[src/rtl/msg_ctrl_pkg.sv]
// Shared types and constants for the message dispatch controller.
package msg_ctrl_pkg;

  typedef enum logic [2:0] {
    ST_IDLE     = 3'd0,
    ST_DECODE   = 3'd1,
    ST_DISPATCH = 3'd2,
    ST_DROP     = 3'd3,
    ST_HOLDOFF  = 3'd4
  } state_t;

  localparam int OPCODE_LSB = 0;
  localparam int OPCODE_MSB = 7;

  typedef enum logic [7:0] {
    OP_NONE    = 8'd0,
    OP_ENCRYPT = 8'd1,
    OP_DECRYPT = 8'd2
  } opcode_t;

endpackage

[src/rtl/dispatch_timer.sv]
// Dispatch watchdog: cleared on load, counts while enabled, flags the final cycle.
module dispatch_timer #(
  parameter int TIMEOUT_CYCLES = 4096
) (
  input  logic clk_in,
  input  logic rst_in,
  input  logic load_in,
  input  logic enable_in,
  output logic expire_out
);

  localparam int CNT_W = (TIMEOUT_CYCLES > 2) ? $clog2(TIMEOUT_CYCLES) : 1;
  localparam logic [CNT_W-1:0] LAST = CNT_W'(TIMEOUT_CYCLES - 1);

  logic [CNT_W-1:0] count;

  // Cycle counter for the time a frame spends waiting in DISPATCH
  always_ff @(posedge clk_in or negedge rst_in) begin
    if (!rst_in) begin
      count <= '0;
    end else if (load_in) begin
      count <= '0;
    end else if (enable_in) begin
      count <= count + CNT_W'(1);
    end
  end

  // Expiry is combinational so the FSM can drop the frame on the last counted cycle
  assign expire_out = enable_in && (count == LAST);

endmodule

[src/rtl/msg_dispatch_ctrl.sv]
// Routes bridge frames to engines by header opcode, with busy tracking,
// dispatch timeout, illegal-opcode drop, and dispatch/drop counters.
module msg_dispatch_ctrl
  import msg_ctrl_pkg::*;
#(
  parameter int MESSAGE_SIZE   = 512,
  parameter int HEADER_SIZE    = 32,
  parameter int NUM_ENGINES    = 2,
  parameter int TIMEOUT_CYCLES = 4096
) (
  input  logic                    clk_in,
  input  logic                    rst_in,
  input  logic                    bdge_valid_in,
  input  logic [HEADER_SIZE-1:0]  header_in,
  input  logic [MESSAGE_SIZE-1:0] message_in,
  output logic                    ctrl_ready_out,
  output logic [NUM_ENGINES-1:0]  eng_valid_out,
  output logic [HEADER_SIZE-1:0]  eng_header_out,
  output logic [MESSAGE_SIZE-1:0] eng_message_out,
  input  logic [NUM_ENGINES-1:0]  eng_ready_in,
  input  logic [NUM_ENGINES-1:0]  eng_done_in,
  output logic                    err_illegal_out,
  output logic                    err_timeout_out,
  output logic [NUM_ENGINES-1:0]  busy_out,
  output logic [15:0]             msg_count_out,
  output logic [15:0]             drop_count_out
);

  localparam int IDX_W = 4;

  state_t                 state;
  logic [IDX_W-1:0]       idx;
  logic [7:0]             opcode;
  logic                   op_legal;
  logic [IDX_W-1:0]       dec_idx;
  logic [NUM_ENGINES-1:0] dec_sel;
  logic [NUM_ENGINES-1:0] sel;
  logic                   accept;
  logic                   eng_hs;
  logic                   timer_expire;
  logic                   drop_event;
  logic [NUM_ENGINES-1:0] busy_next;

  assign opcode   = eng_header_out[OPCODE_MSB:OPCODE_LSB];
  assign op_legal = (opcode != 8'(OP_NONE)) && ({24'd0, opcode} <= 32'(NUM_ENGINES));
  assign dec_idx  = IDX_W'(opcode - 8'd1);
  assign dec_sel  = NUM_ENGINES'(1) << dec_idx;
  assign sel      = NUM_ENGINES'(1) << idx;

  assign accept     = bdge_valid_in && ctrl_ready_out;
  assign eng_hs     = (state == ST_DISPATCH) && |(eng_valid_out & eng_ready_in);
  assign drop_event = ((state == ST_DECODE) && !op_legal) ||
                      ((state == ST_DISPATCH) && timer_expire && !eng_hs);

  // Done pulses on idle engines fall out naturally; a handshake only ever targets a non-busy engine
  assign busy_next = (busy_out & ~eng_done_in) | (eng_hs ? sel : '0);

  dispatch_timer #(
    .TIMEOUT_CYCLES(TIMEOUT_CYCLES)
  ) u_timer (
    .clk_in    (clk_in),
    .rst_in    (rst_in),
    .load_in   (state == ST_DECODE),
    .enable_in (state == ST_DISPATCH),
    .expire_out(timer_expire)
  );

  // Per-engine outstanding-frame flags
  always_ff @(posedge clk_in or negedge rst_in) begin
    if (!rst_in) busy_out <= '0;
    else         busy_out <= busy_next;
  end

  // Dispatch counter wraps, drop counter saturates
  always_ff @(posedge clk_in or negedge rst_in) begin
    if (!rst_in) begin
      msg_count_out  <= '0;
      drop_count_out <= '0;
    end else begin
      if (eng_hs) msg_count_out <= msg_count_out + 16'd1;
      if (drop_event && (drop_count_out != 16'hFFFF)) drop_count_out <= drop_count_out + 16'd1;
    end
  end

  // Frame sequencing FSM; engine valid is registered against next-cycle busy state
  always_ff @(posedge clk_in or negedge rst_in) begin
    if (!rst_in) begin
      state           <= ST_IDLE;
      ctrl_ready_out  <= 1'b0;
      eng_valid_out   <= '0;
      eng_header_out  <= '0;
      eng_message_out <= '0;
      idx             <= '0;
      err_illegal_out <= 1'b0;
      err_timeout_out <= 1'b0;
    end else begin
      err_illegal_out <= 1'b0;
      err_timeout_out <= 1'b0;
      case (state)
        ST_IDLE: begin
          if (accept) begin
            eng_header_out  <= header_in;
            eng_message_out <= message_in;
            ctrl_ready_out  <= 1'b0;
            state           <= ST_DECODE;
          end else begin
            ctrl_ready_out  <= 1'b1;
          end
        end
        ST_DECODE: begin
          if (op_legal) begin
            idx           <= dec_idx;
            eng_valid_out <= dec_sel & ~busy_next;
            state         <= ST_DISPATCH;
          end else begin
            err_illegal_out <= 1'b1;
            state           <= ST_DROP;
          end
        end
        ST_DISPATCH: begin
          if (eng_hs) begin
            eng_valid_out <= '0;
            state         <= ST_HOLDOFF;
          end else if (timer_expire) begin
            eng_valid_out   <= '0;
            err_timeout_out <= 1'b1;
            state           <= ST_HOLDOFF;
          end else begin
            eng_valid_out <= sel & ~busy_next;
          end
        end
        ST_DROP: begin
          state <= ST_HOLDOFF;
        end
        ST_HOLDOFF: begin
          ctrl_ready_out <= 1'b1;
          state          <= ST_IDLE;
        end
        default: begin
          eng_valid_out  <= '0;
          ctrl_ready_out <= 1'b0;
          state          <= ST_IDLE;
        end
      endcase
    end
  end

endmodule

[config.mk]
export PLATFORM = sky130hd
export DESIGN_NAME = msg_dispatch_ctrl
export DESIGN_NICKNAME = d
export VERILOG_FILES = /design/src/rtl/msg_ctrl_pkg.sv /design/src/rtl/dispatch_timer.sv /design/src/rtl/msg_dispatch_ctrl.sv
export SDC_FILE = /design/constraint.sdc
export NUM_CORES = 1
export LEC_CHECK = 0
export CAP_MARGIN = 20
export CORE_AREA = 2 2 441 443
export DETAILED_ROUTE_END_ITERATION = 16
export DIE_AREA = 0 0 443 445
export PLACE_DENSITY = 0.4
export SYNTH_ARGS = -nofsm -noshare
export SYNTH_HDL_FRONTEND = slang
export SYNTH_SLANG_ARGS = --single-unit
[constraint.sdc]
create_clock -name clk_in -period 3.85 [get_ports clk_in]
set_input_delay 0.5775 -clock clk_in [delete_from_list [all_inputs] [get_ports clk_in]]
set_output_delay 0.5775 -clock clk_in [all_outputs]
set_load 0.02 [all_outputs]
==> impl_metrics.yaml, run 1 <==
floorplanning:
  num_rows: 161
  io_pins: 1134
  core_area_mm2: 0.192
  die_x_um: 443
  die_h_um: 445
  start_util: 0.119
  die_area_mm2: 0.197
synthesis:
  synthesis.nets: 1977
  synth_top_area_frac: 0.658
  postSynthAreaPerCell_um2: 16.1
  synth_edf_count: 0
  synth_cells: 1420
  synth_area_leaders: "dfrtp_1 66%, mux2_2 27%, buf_2 1.2%, xor2_1 0.69%, nand2_1 0.51%"
  post-synth-top-count-cell: "dfrtp_1"
  synth_cell_types: 48
  synth-main-ff-cell: "dfrtp_1"
  async_reset_ff_frac: 1.00
  synth_area_mm2: 0.0229
  yosys-top-cells-count: "602 x dfrtp_1, 544 x mux2_2, 57 x buf_2"
  synth-warning-count: 0
  synth_seq_cells: 602
  synth_top_cell_by_area: "dfrtp_1"
  yosysSeqAreaShare: 0.658
worst_setup_path:
  crit_family: "buffers and inverters"
  arrival_ps: 2060
  cp.required_ps: 3270
  endpoint_kind: "output port"
  path_buf_inv: 1
  cp_cell_sequence: "clkdlybuf4s50_1"
  startpoint_type: "register"
  path_max_fanout: 7
  crit_slowest_cell: "clkdlybuf4s50_1"
  crit_type: "register to output port"
  r2r_slack_ps: 1430
  crit_path_max_incr_delay_ps: 840
clock_tree:
  cts.repair.resized: 0
  h-tree-depth: 3
  path_clk_slew_ps: 50
  clock_latency_ps: 720
  cts_made_buffers: 82
  clockBufferDepth: 3
  clock_sinks: 602
  cts_root_buf: "clkbuf_16"
  cts_tree: "done"
timing:
  max_slew_margin: 0.496
  setup_violations: 0
  skew_ps: 36.2
  whs_ps: 462
  rsz0062_at_grt: "false"
  tightest_slew_ps: 755
  period_share: 0.686
  fmax_mhz: 379
  slew_viol_final: 0
  finalSetupTns_ps: 0
  setup_ws_ps: 1210
  period_minus_slack_ps: 2640
  finalHoldViolCount: 0
global_route:
  grt_pass1_vias: 17778
  grt_max_degree: 96
  antenna_found_initial: 69
  grt_use_total: 0.118
  grt_overflow: 0
  grt_pass1_wl_um: 160000
layout:
  area_delta_synth_final_pct: 75.6
  final_nets: 3162
  layout-drive-gt1-share: 0.268
  fin_cells: 5226
  fillers: 20687
pwr:
  pwr-share-comb: 0.477
  p_clk_frac: 0.208
  pwr-share-seq: 0.314
  p_int_mw: 22.6
  powerDensity_mw_per_mm2: 910
  peakVddDrop_mv: 0.394
  power_leakage_nw: 15.6
  switching_share: 0.382
  power_switching_mw: 14.0
  fin_total_pwr_mw: 36.6
placement:
  dpl.cell_count: 5046
  portBuffers: 1133
  dp_hpwl_um: 96700
  pre_cts_slack_ps: 982
  place.gp.congestion: 0.815
drt:
  dr.pass1.iters: 4
  dr.first_iter.drc_count: 732
  drt-total-wl_um: 120000
  detail-route-antenna-nets: 0
  viasPerCell: 3.24
  drc_errors: 0
  num_vias: 16955
  wire_per_inst_um: 22.9
run_status:
  outcome: "complete, no violations"
min_path:
  hold_class: "primary input to register"
flow_run:
  cap_violations: 0
==> per-layer routing <==
metal  up-vias  part of all wire  track usage
met1      8641              0.38        0.130
li1       7496                 -            -
met2       598              0.50        0.200
met4        40             0.039       0.0509
met3       180             0.080       0.0462
met5         -            0.0022            0
==> stage by stage <==
stage / utilization / instance area [um2]
2_1_floorplan: - / 22900
3_3_place_gp: 0.195 / 37400
3_5_place_dp: 0.195 / 37400
4_1_cts: 0.209 / 40100
5_1_grt: 0.209 / 40100
6_report: 0.209 / 40200
==> worst paths after layout <==
path | start | to | depth (start not counted)
max | eng_header_out[3] | eng_header_out[3] | 1
min | message_in[119] | eng_message_out[119] | 2
max reg2reg | eng_header_out[1] | drop_count_out[12] | 7
min reg2reg | msg_count_out[15] | msg_count_out[15] | 1
max in group asynchronous | rst_in | eng_message_out[223] | 4
min in group asynchronous | rst_in | eng_message_out[364] | 2
==> timing repair <==
action	in CTS	in global routing
endpoints found under the hold margin	48	0
endpoints found under the setup margin	0	0
buffers inserted	0	0
hold buffers	1	0
==> layout by cell type, fill, tap and decap left out, types with 3 or more instances in the layout <==
master           synthesis  routed
and3_1                   5       5
ha_1                     6       6
nand2_1                 31      31
and4_1                   3       3
mux2_2                 544     544
dfrtp_1                602     602
clkbuf_1                 8      23
clkinv_2                 0      13
buf_4                    0      24
nor3_1                   6       6
clkinv_16                0       5
nand4_1                 10      10
nor3_2                   3       3
inv_1                    5       5
a21oi_1                  3       3
clkbuf_8                 0      11
nand3_1                 20      20
clkbuf_16                0      82
o31ai_1                  4       4
clkdlybuf4s50_1          0    1132
xnor2_1                 13      13
diode_2                  0      37
nor3b_2                  3       3
xor2_1                  18      18
nor2_1                  20      19
buf_12                   0       9
bufinv_16                0       3
nor3b_1                  3       3
o21ai_0                 21      21
a31oi_1                  3       3
==> state kept, by name, indices dropped and copies added (netlist names), 2 cells and up <==
| signal | count |
|---|---|
| eng_header_out | 32 |
| drop_count_out | 16 |
| msg_count_out | 16 |
| busy_out | 2 |
| eng_message_out | 512 |
| u_timer.count | 12 |
| idx | 4 |
| state | 3 |
| eng_valid_out | 2 |
==> final cells by class <==
type | instances | area, um2 | share of cell area
diodes | 37 | 92.6 | 0.00230
well taps | 2526 | 3160 | 0.0786
clock buffers | 116 | 2290 | 0.0570
inverters | 5 | 18.8 | 0.000467
repair buffers | 1167 | 11700 | 0.291
multi-input cells | 747 | 7500 | 0.186
clock inverters | 26 | 365 | 0.00909
flip-flops and latches | 602 | 15100 | 0.375
==> logic make-up after synthesis <==
kind of cell    synth area share
flops                      0.658
xor+xnor                  0.0119
compound gates            0.0117
buf+inv                   0.0151
fa+ha+maj                0.00328
mux                        0.269
simple gates              0.0313
==> power groups by stage <==
stage / Combinational [mW] / Sequential (mW) / Clock, mW
after global placement: 17.8 / 11.5 / 0
after detailed placement: 17.9 / 11.6 / 0
final: 17.5 / 11.5 / 7.62
after CTS: 17.9 / 11.6 / 8.00
after global routing: 18.3 / 11.9 / 8.24
after floorplan: 4.78 / 14.7 / 0
Note: power is estimated with default switching activity, not from simulation.
==> run 2: changes to the inputs <==
--- a/config.mk
+++ b/config.mk
@@ -6,10 +6,10 @@
 export NUM_CORES = 1
 export LEC_CHECK = 0
 export CAP_MARGIN = 20
-export CORE_AREA = 2 2 441 443
+export CORE_AREA = 2 2 440 442
 export DETAILED_ROUTE_END_ITERATION = 16
-export DIE_AREA = 0 0 443 445
-export PLACE_DENSITY = 0.4
+export DIE_AREA = 0 0 442 444
+export PLACE_DENSITY = 0.41
 export SYNTH_ARGS = -nofsm -noshare
 export SYNTH_HDL_FRONTEND = slang
 export SYNTH_SLANG_ARGS = --single-unit
==> constraint.sdc (replaced) <==
create_clock -name clk_in -period 2.22 [get_ports clk_in]
set_input_delay 0.333 -clock clk_in [delete_from_list [all_inputs] [get_ports clk_in]]
set_output_delay 0.333 -clock clk_in [all_outputs]
set_load 0.02 [all_outputs]
==> run 2 against run 1 <==
Against the previous run: hold slack got worse by 270 ps; critical path type unchanged; sequential power up 71%; clock power grew 76%; core utilization up 0.42 points; first-iteration DRC count down 7.0%; global-route usage decreased by 0.053 points; die area is 0.45% lower; power increased by 75%; routed wire length shrank 0.98%; highest routed layer unchanged; critical endpoint is now eng_message_out[35].
==> impl_metrics.yaml, run 2 (synthesized netlist as in run 1, its figures left out) <==
run_status:
  outcome: "complete, no violations"
clock_tree:
  cts_made_buffers: 81
  cts_tree: "done"
  clock_latency_ps: 720
  path_clk_slew_ps: 60
  clockBufferDepth: 3
  h-tree-depth: 3
  cts_root_buf: "clkbuf_16"
  clock_sinks: 602
worst_setup_path:
  arrival_ps: 1810
  startpoint_type: "register"
  crit_family: "buffers and inverters"
  crit_slowest_cell: "clkdlybuf4s50_1"
  cp_cell_sequence: "clkdlybuf4s50_1"
  crit_path_max_incr_delay_ps: 660
  crit_type: "register to output port"
  cp.required_ps: 1890
  endpoint_kind: "output port"
  path_buf_inv: 1
  path_max_fanout: 2
placement:
  dpl.cell_count: 5115
  dp_hpwl_um: 97100
  place.gp.congestion: 0.815
  portBuffers: 1133
floorplanning:
  io_pins: 1134
  num_rows: 161
  start_util: 0.120
  die_x_um: 442
  core_area_mm2: 0.192
  die_h_um: 444
  die_area_mm2: 0.196
timing:
  fmax_mhz: 466
  max_slew_margin: 0.580
  period_minus_slack_ps: 2150
  setup_violations: 0
  skew_ps: 36.0
  tightest_slew_ps: 630
  slew_viol_final: 0
  finalSetupTns_ps: 0
  period_share: 0.967
  whs_ps: 189
  rsz0062_at_grt: "true"
  finalHoldViolCount: 0
layout:
  area_delta_synth_final_pct: 78.7
  fin_cells: 5286
  final_nets: 3231
  fillers: 20608
  layout-drive-gt1-share: 0.290
  final_cell_mix: "1,025 x clkdlybuf4s50_1, 602 x dfrtp_1, 544 x mux2_2"
  final_common_cell: "clkdlybuf4s50_1"
  largest_reg_flops: 512
  largestRegisters: "eng_message_out (512), eng_header_out (32)"
  regMostFlops: "eng_message_out"
  multi_input_area_mm2: 0.00751
  register_area_mm2: 0.0151
global_route:
  grt_overflow: 0
  grt_pass1_vias: 18048
  antenna_found_initial: 67
  grt_use_total: 0.117
  grt_max_degree: 64
  grt_pass1_wl_um: 159000
drt:
  detail-route-antenna-nets: 0
  dr.pass1.iters: 4
  drt-total-wl_um: 118000
  viasPerCell: 3.23
  wire_per_inst_um: 22.4
  drc_errors: 0
  num_vias: 17086
  dr.first_iter.drc_count: 681
pwr:
  powerDensity_mw_per_mm2: 1560
  peakVddDrop_mv: 0.734
  power_leakage_nw: 16.4
min_path:
  hold_class: "primary input to async pin"
flow_run:
  cap_violations: 0
run 2: cell types whose count changed in the layout (fill, tap and decap cells not counted), moves of 3 or more:
cell | before | now
buf_12 | 9 | 31
buf_4 | 24 | 74
clkbuf_1 | 23 | 20
clkbuf_8 | 11 | 17
clkdlybuf4s50_1 | 1132 | 1025
diode_2 | 37 | 24
dlygate4sd2_1 | 0 | 100
dlymetal6s2s_1 | 0 | 5
run 2: final timing paths:
path | startpoint | endpoint | slack [ps] | cells after the start
worst min-delay path | rst_in | eng_message_out[422] | 190 | 2
min in group clk_in | message_in[91] | eng_message_out[91] | 220 | 2
worst max-delay path | eng_message_out[35] | eng_message_out[35] | 70 | 1
worst min register to register | msg_count_out[15] | msg_count_out[15] | 470 | 1
worst max register to register | eng_header_out[0] | drop_count_out[12] | 110 | 8
max in group asynchronous | rst_in | eng_message_out[87] | 1150 | 4
run 2: power by group:
group / internal (mW) / switching (mW)
clock: 7.84 / 5.58
combinational: 15.5 / 15.3
sequential: 16.3 / 3.39
run 2: layout make-up:
class,instances,area share
Sequential cell,602,0.368
Timing Repair Buffer,1237,0.303
Multi-Input combinational cell,747,0.184
Tap cell,2526,0.0772
Clock buffer,118,0.0571
Clock inverter,27,0.00905
Antenna cell,24,0.00147
Inverter,5,0.000459
run 2: through the flow:
stage	utilization	total power [mW]	setup slack, ps	cell area (um2)
finish	0.214	64.0	73.6	40900
global placement	0.200	51.7	-237	38200
detailed placement	0.200	51.8	-226	38200
floorplan	-	33.8	144	22900
global route	0.213	67.1	-21.0	40900
CTS	0.213	65.3	0.735	40800
run 2: repair_timing:
action,in CTS,in global routing
gates resized for setup,100,8
pin swaps,0,1
endpoints found under the setup margin,100,30
buffers inserted,0,1
endpoints found under the hold margin,103,0
hold buffers,1,0
run 2: metal layers:
layer / share of wire / track usage
met5: 0.0032 / 0
met2: 0.50 / 0.198
met4: 0.025 / 0.0388
met1: 0.38 / 0.129
met3: 0.089 / 0.0554
==> run 3: changes to the inputs <==
--- a/config.mk
+++ b/config.mk
@@ -9,6 +9,7 @@
 export CORE_AREA = 2 2 440 442
 export DETAILED_ROUTE_END_ITERATION = 16
 export DIE_AREA = 0 0 442 444
+export HOLD_SLACK_MARGIN = 0.08
 export PLACE_DENSITY = 0.41
 export SYNTH_ARGS = -nofsm -noshare
 export SYNTH_HDL_FRONTEND = slang
==> results of run 3 <==
Final layout, timing and power as in run 2 (identical DEF).
